## src/rtl/fp_pkg.sv

```systemverilog
// Shared floating-point constants and types for the add/sub datapath.
// Also provides the significand builder used by the alignment stage.
package fp_pkg;

  localparam int EXP_W       = 8;
  localparam int FRAC_W      = 23;
  localparam int SIG_W       = 27;
  localparam int ALIGN_CLAMP = 26;
  localparam int SHAMT_W     = 5;

  typedef enum logic [1:0] {
    IDLE,
    SHIFT,
    DONE
  } align_state_t;

  // Hidden bit is implied by a non-zero exponent; the low three bits are G, R, S.
  function automatic logic [SIG_W-1:0] make_sig(input logic [EXP_W-1:0]  exp_f,
                                                input logic [FRAC_W-1:0] frac);
    return {(exp_f != '0), frac, 3'b000};
  endfunction

endpackage

```

## src/rtl/sticky_shift_right.sv

```systemverilog
// Combinational right shifter that folds every bit lost off the bottom
// into bit 0, so the result keeps a correct sticky indication.
module sticky_shift_right
  import fp_pkg::*;
#(
  parameter int W     = SIG_W,
  parameter int AMT_W = SHAMT_W
) (
  input  logic [W-1:0]     value,
  input  logic [AMT_W-1:0] amount,
  output logic [W-1:0]     result
);

  logic [W-1:0] lost_mask;
  logic [W-1:0] shifted;
  logic         sticky;

  always_comb begin
    lost_mask = ~({W{1'b1}} << amount);
    shifted   = value >> amount;
    sticky    = |(value & lost_mask);
    result    = {shifted[W-1:1], shifted[0] | sticky};
  end

endmodule

```

## src/rtl/align_mantissas.sv

```systemverilog
// Mantissa alignment stage: picks the larger-exponent operand as "big" and
// iteratively right-shifts the smaller significand by diff with sticky.
module align_mantissas
  import fp_pkg::*;
#(
  parameter int SHIFT_STEP = 4
) (
  input  logic              clk,
  input  logic              rst,
  input  logic              in_valid,
  output logic              in_ready,
  input  logic [7:0]        exp1,
  input  logic [7:0]        exp2,
  input  logic [22:0]       mant1,
  input  logic [22:0]       mant2,
  input  logic [7:0]        diff,
  input  logic [7:0]        exp_r,
  output logic              out_valid,
  input  logic              out_ready,
  output logic [26:0]       mant_big,
  output logic [26:0]       mant_small,
  output logic [7:0]        exp_out,
  output logic              swapped
);

  localparam logic [SHAMT_W-1:0] STEP_AMT   = SHAMT_W'(SHIFT_STEP);
  localparam logic [EXP_W-1:0]   CLAMP_DIFF = EXP_W'(ALIGN_CLAMP);

  align_state_t       state_q, state_d;
  logic               in_ready_q, in_ready_d;
  logic               out_valid_q, out_valid_d;
  logic [SIG_W-1:0]   mant_big_q, mant_big_d;
  logic [SIG_W-1:0]   mant_small_q, mant_small_d;
  logic [EXP_W-1:0]   exp_out_q, exp_out_d;
  logic               swapped_q, swapped_d;
  logic [SHAMT_W-1:0] rem_q, rem_d;

  logic               swap_in;
  logic [SIG_W-1:0]   sig1;
  logic [SIG_W-1:0]   sig2;
  logic [SIG_W-1:0]   big_sig;
  logic [SIG_W-1:0]   small_sig;
  logic [SHAMT_W-1:0] step_amt;
  logic [SIG_W-1:0]   shifted;

  // mant_small_q doubles as the working register while shifting.
  sticky_shift_right #(
    .W     (SIG_W),
    .AMT_W (SHAMT_W)
  ) u_shift (
    .value  (mant_small_q),
    .amount (step_amt),
    .result (shifted)
  );

  always_comb begin
    swap_in   = (exp2 > exp1);
    sig1      = make_sig(exp1, mant1);
    sig2      = make_sig(exp2, mant2);
    big_sig   = swap_in ? sig2 : sig1;
    small_sig = swap_in ? sig1 : sig2;
    step_amt  = (rem_q < STEP_AMT) ? rem_q : STEP_AMT;
  end

  always_comb begin
    state_d      = state_q;
    in_ready_d   = in_ready_q;
    out_valid_d  = out_valid_q;
    mant_big_d   = mant_big_q;
    mant_small_d = mant_small_q;
    exp_out_d    = exp_out_q;
    swapped_d    = swapped_q;
    rem_d        = rem_q;

    case (state_q)
      IDLE: begin
        if (in_valid && in_ready_q) begin
          swapped_d  = swap_in;
          exp_out_d  = exp_r;
          mant_big_d = big_sig;
          in_ready_d = 1'b0;
          rem_d      = '0;
          if (diff == '0) begin
            mant_small_d = small_sig;
            out_valid_d  = 1'b1;
            state_d      = DONE;
          end else if (diff >= CLAMP_DIFF) begin
            // Everything shifts out; only the sticky survives.
            mant_small_d = {{(SIG_W-1){1'b0}}, |small_sig};
            out_valid_d  = 1'b1;
            state_d      = DONE;
          end else begin
            mant_small_d = small_sig;
            rem_d        = diff[SHAMT_W-1:0];
            state_d      = SHIFT;
          end
        end
      end

      SHIFT: begin
        mant_small_d = shifted;
        rem_d        = rem_q - step_amt;
        if (rem_d == '0) begin
          out_valid_d = 1'b1;
          state_d     = DONE;
        end
      end

      DONE: begin
        if (out_ready) begin
          out_valid_d = 1'b0;
          in_ready_d  = 1'b1;
          state_d     = IDLE;
        end
      end

      default: begin
        out_valid_d = 1'b0;
        in_ready_d  = 1'b1;
        state_d     = IDLE;
      end
    endcase
  end

  always_ff @(posedge clk) begin
    if (rst) begin
      state_q      <= IDLE;
      in_ready_q   <= 1'b1;
      out_valid_q  <= 1'b0;
      mant_big_q   <= '0;
      mant_small_q <= '0;
      exp_out_q    <= '0;
      swapped_q    <= 1'b0;
      rem_q        <= '0;
    end else begin
      state_q      <= state_d;
      in_ready_q   <= in_ready_d;
      out_valid_q  <= out_valid_d;
      mant_big_q   <= mant_big_d;
      mant_small_q <= mant_small_d;
      exp_out_q    <= exp_out_d;
      swapped_q    <= swapped_d;
      rem_q        <= rem_d;
    end
  end

  assign in_ready   = in_ready_q;
  assign out_valid  = out_valid_q;
  assign mant_big   = mant_big_q;
  assign mant_small = mant_small_q;
  assign exp_out    = exp_out_q;
  assign swapped    = swapped_q;

endmodule

```

## config.mk

```make
export PLATFORM = sky130hd
export DESIGN_NAME = align_mantissas
export DESIGN_NICKNAME = d
export VERILOG_FILES = /design/src/rtl/fp_pkg.sv /design/src/rtl/sticky_shift_right.sv /design/src/rtl/align_mantissas.sv
export SDC_FILE = /design/constraint.sdc
export NUM_CORES = 1
export LEC_CHECK = 0
export ABC_AREA = 1
export BUFFER_PORTS_ARGS = -buffer_cell sky130_fd_sc_hd__buf_2
export CAP_MARGIN = 20
export CORE_AREA = 2 2 112 114
export DETAILED_ROUTE_END_ITERATION = 10
export DIE_AREA = 0 0 114 116
export MAX_ROUTING_LAYER = met4
export PLACE_DENSITY = 0.7
export SLEW_MARGIN = 5
export SYNTH_ARGS = -nofsm -noshare
export SYNTH_HDL_FRONTEND = slang
export SYNTH_HIERARCHICAL = 1
export SYNTH_SLANG_ARGS = --single-unit
```

## constraint.sdc

```tcl
create_clock -name clk -period 2.3 [get_ports clk]
set_input_delay 0.46 -clock clk [delete_from_list [all_inputs] [get_ports clk]]
set_output_delay 0.46 -clock clk [all_outputs]
set_load 0.01 [all_outputs]
```

==> reports/results.tsv <==
metric	value	unit
status	finished clean	
Synth Register Bits	69	
first-pass GRT wire length	29.6	mm
EDFF count, synth	0	
largest net degree at the start of global routing	58	
routability cong.	1.04	
fin. max-slew vios	0	
share of the synthesized area in the top cell type	25.8	%
number of placed I/O pins	147	
headroom to the max-slew limit	38.3	%
number of clock sinks	69	
vias in the first global route	6141	
H-Tree Depth	3	
Post-DP Area	0.00637	sq mm
# rows	40	
# DRC	0	
Tot GR Track Use	28.9	%
Synth area leaders	dfxtp_1, nand2_1, nand3_1	
final period utilization	92.5	%
Pre-Repair DR Iteration Count	5	
CORE AREA	0.0119	sq mm
max-cap viol count	0	
synth unique cells	45	
post-route core utilization	56.7	%
Crit Path Category	flop to flop	
Final Instance Area	0.00675	sq mm
DR WL/cell	14.9	um
initial antenna violation count	0	
CP required	2.49	ns
Syn-to-layout area delta	26.3	%
Die H	116	um
VDD IR max	0.000491	V
fraction of layout cells with a size suffix above 1	22.8	%
Port Buffers	143	
Max Root-Sink Buffers	2	
GRT Residual Overflow	0	
Synth Cell Area	0.00535	sq mm
synth warn	6	
Final WS setup	0.172	ns
fraction of registers with async set/reset	0	%
Antenna Cells	0	
1st-iter DRT viols	582	
CTS hold repair buffers	0	
sequential element share of the synthesized area	25.8	%
Total Power	4.63	mW
Post-Synthesis Cells	931	
Hold Path Stages	3	
clock skew	0.00431	ns
Clk Latency, worst-skew pair	0.33	ns
Commonest cells post-synth	nand2_1, nor2_1, nand3_1	
fmax	470	MHz
Worst EP arrival	2.32	ns
power density over the cells	686	mW/mm^2
final wirelength	18.5	mm
cell taking the most area after synthesis	dfxtp_1	
vias post-DR	6671	
P_leak	3.29	nW
Tmin final	2.13	ns
post-DP HPWL	14.3	mm
most frequent cell after synthesis	nand2_1	
worst hold path class	primary input to flop	
Worst Max-Slew Pin Slew	0.926	ns
CP max FO	13	
syn avg cell area	5.74	sq um
setup TNS	0	ns
Die Area	0.0132	sq mm
Worst setup SP type	flop	
Die X	114	um
clock slew at reported path FFs	0.06	ns
root buf cell	clkbuf_16	
count of final hold-check violations	0	
Routed Antenna Nets	0	
Worst Setup End Kind	flop	
Starting Density	44.9	%
ys flop type	dfxtp_1	
TritonCTS buffer count	9	
CTS tree	done	
Placement Setup Slack	-0.0303	ns
Worst Reg-to-Reg Cells	14	
via density per instance	5.38	
RSZ-0062 raised after global routing	no	
Finish-stage setup viols	0	
nets@finish	1180	
## kinds of logic after synthesis
group	share of synthesized area (%)
xor+xnor	0.164
simple gates	44.0
flops	25.8
fa+ha+maj	2.11
compound gates	17.2
buf+inv	10.3
mux	0.187
other cells	0.140
## worst max-delay path: stages (launching register included)
cell	delay (ns)
dfxtp_1	0.32
inv_2	0.10
nand3_4	0.11
nor2_1	0.13
buf_6	0.19
inv_2	0.08
buf_4	0.19
nand2_1	0.24
o22ai_1	0.14
nand2_1	0.08
nand2_1	0.06
a21oi_1	0.11
nand2_1	0.07
nand2_1	0.07
a31oi_1	0.08
## cell usage in the layout (no fill, tap or decap), types with 2 or more instances in the layout
master and n:
a21oi_2 2, a21oi_1 40, nor3_1 3, nand3_1 96, o21ai_2 2, nand2_2 2, conb_1 6, inv_2 8
o211ai_1 3, inv_1 48, o311ai_0 2, nor2_4 4, nor2_2 4, buf_12 5, ha_1 9, nand2_1 335
clkinvlp_4 3, buf_4 51, nor4_1 5, dfxtp_1 69, o22ai_1 4, buf_2 143, nor2_1 103, or2_2 3
nand4_1 6, buf_6 3, o21ai_0 46, clkinv_2 2, a31oi_1 28, o21ai_1 30, clkbuf_16 9, o21a_1 3
## final timing paths
kind | from | end | slack, ns
max | rem_q[4] | mant_small[3] | 0.17
min | exp_r[6] | exp_out[6] | 0.34
min reg2reg | out_valid | out_valid | 0.44
max reg2reg | rem_q[4] | mant_small[3] | 0.17
## what timing repair did
item	in CTS	in global routing
setup endpoints to repair	0	15
hold endpoints to repair	0	0
resized for setup	0	13
setup buffers	0	8
## through the flow
stage / cells / hold slack (ns)
6_report: 1241 / 0.344
5_1_grt: 1241 / 0.337
4_1_cts: 1233 / 0.335
3_5_place_dp: 1217 / 0.433
3_3_place_gp: 1217 / 0.437
2_1_floorplan: 935 / 0.470
## state kept, by name, indices dropped and copies added (netlist names)
register and cells:
exp_out 8, in_ready 1, mant_small 27, out_valid 1, swapped 1, rem_q 5
mant_big 24, state_q 2
## metal layers
layer	track usage, %	vias up	part of all wire [%]
met3	5.81	46	8.3
met2	42.6	281	44
li1	-	3367	-
met5	-	-	0
met1	38.8	2977	45
met4	11.7	0	2.9
## layout make-up
cell class	instances	area, sq um
repair buffers	202	1230
fillers	1273	5160
multi-input cells	749	3460
flip-flops and latches	69	1380
well taps	147	184
clock inverters	7	50.0
clock buffers	9	225
inverters	58	220
## power by group
group / switching [mW] / total [mW] / internal [mW] / leakage, nW
Clock: 0.533 / 1.26 / 0.729 / 0.128
Combinational: 1.20 / 1.90 / 0.705 / 2.60
Sequential: 0.113 / 1.47 / 1.35 / 0.563
Total: 1.84 / 4.63 / 2.79 / 3.29
Note: power is estimated with default switching activity, not from simulation.
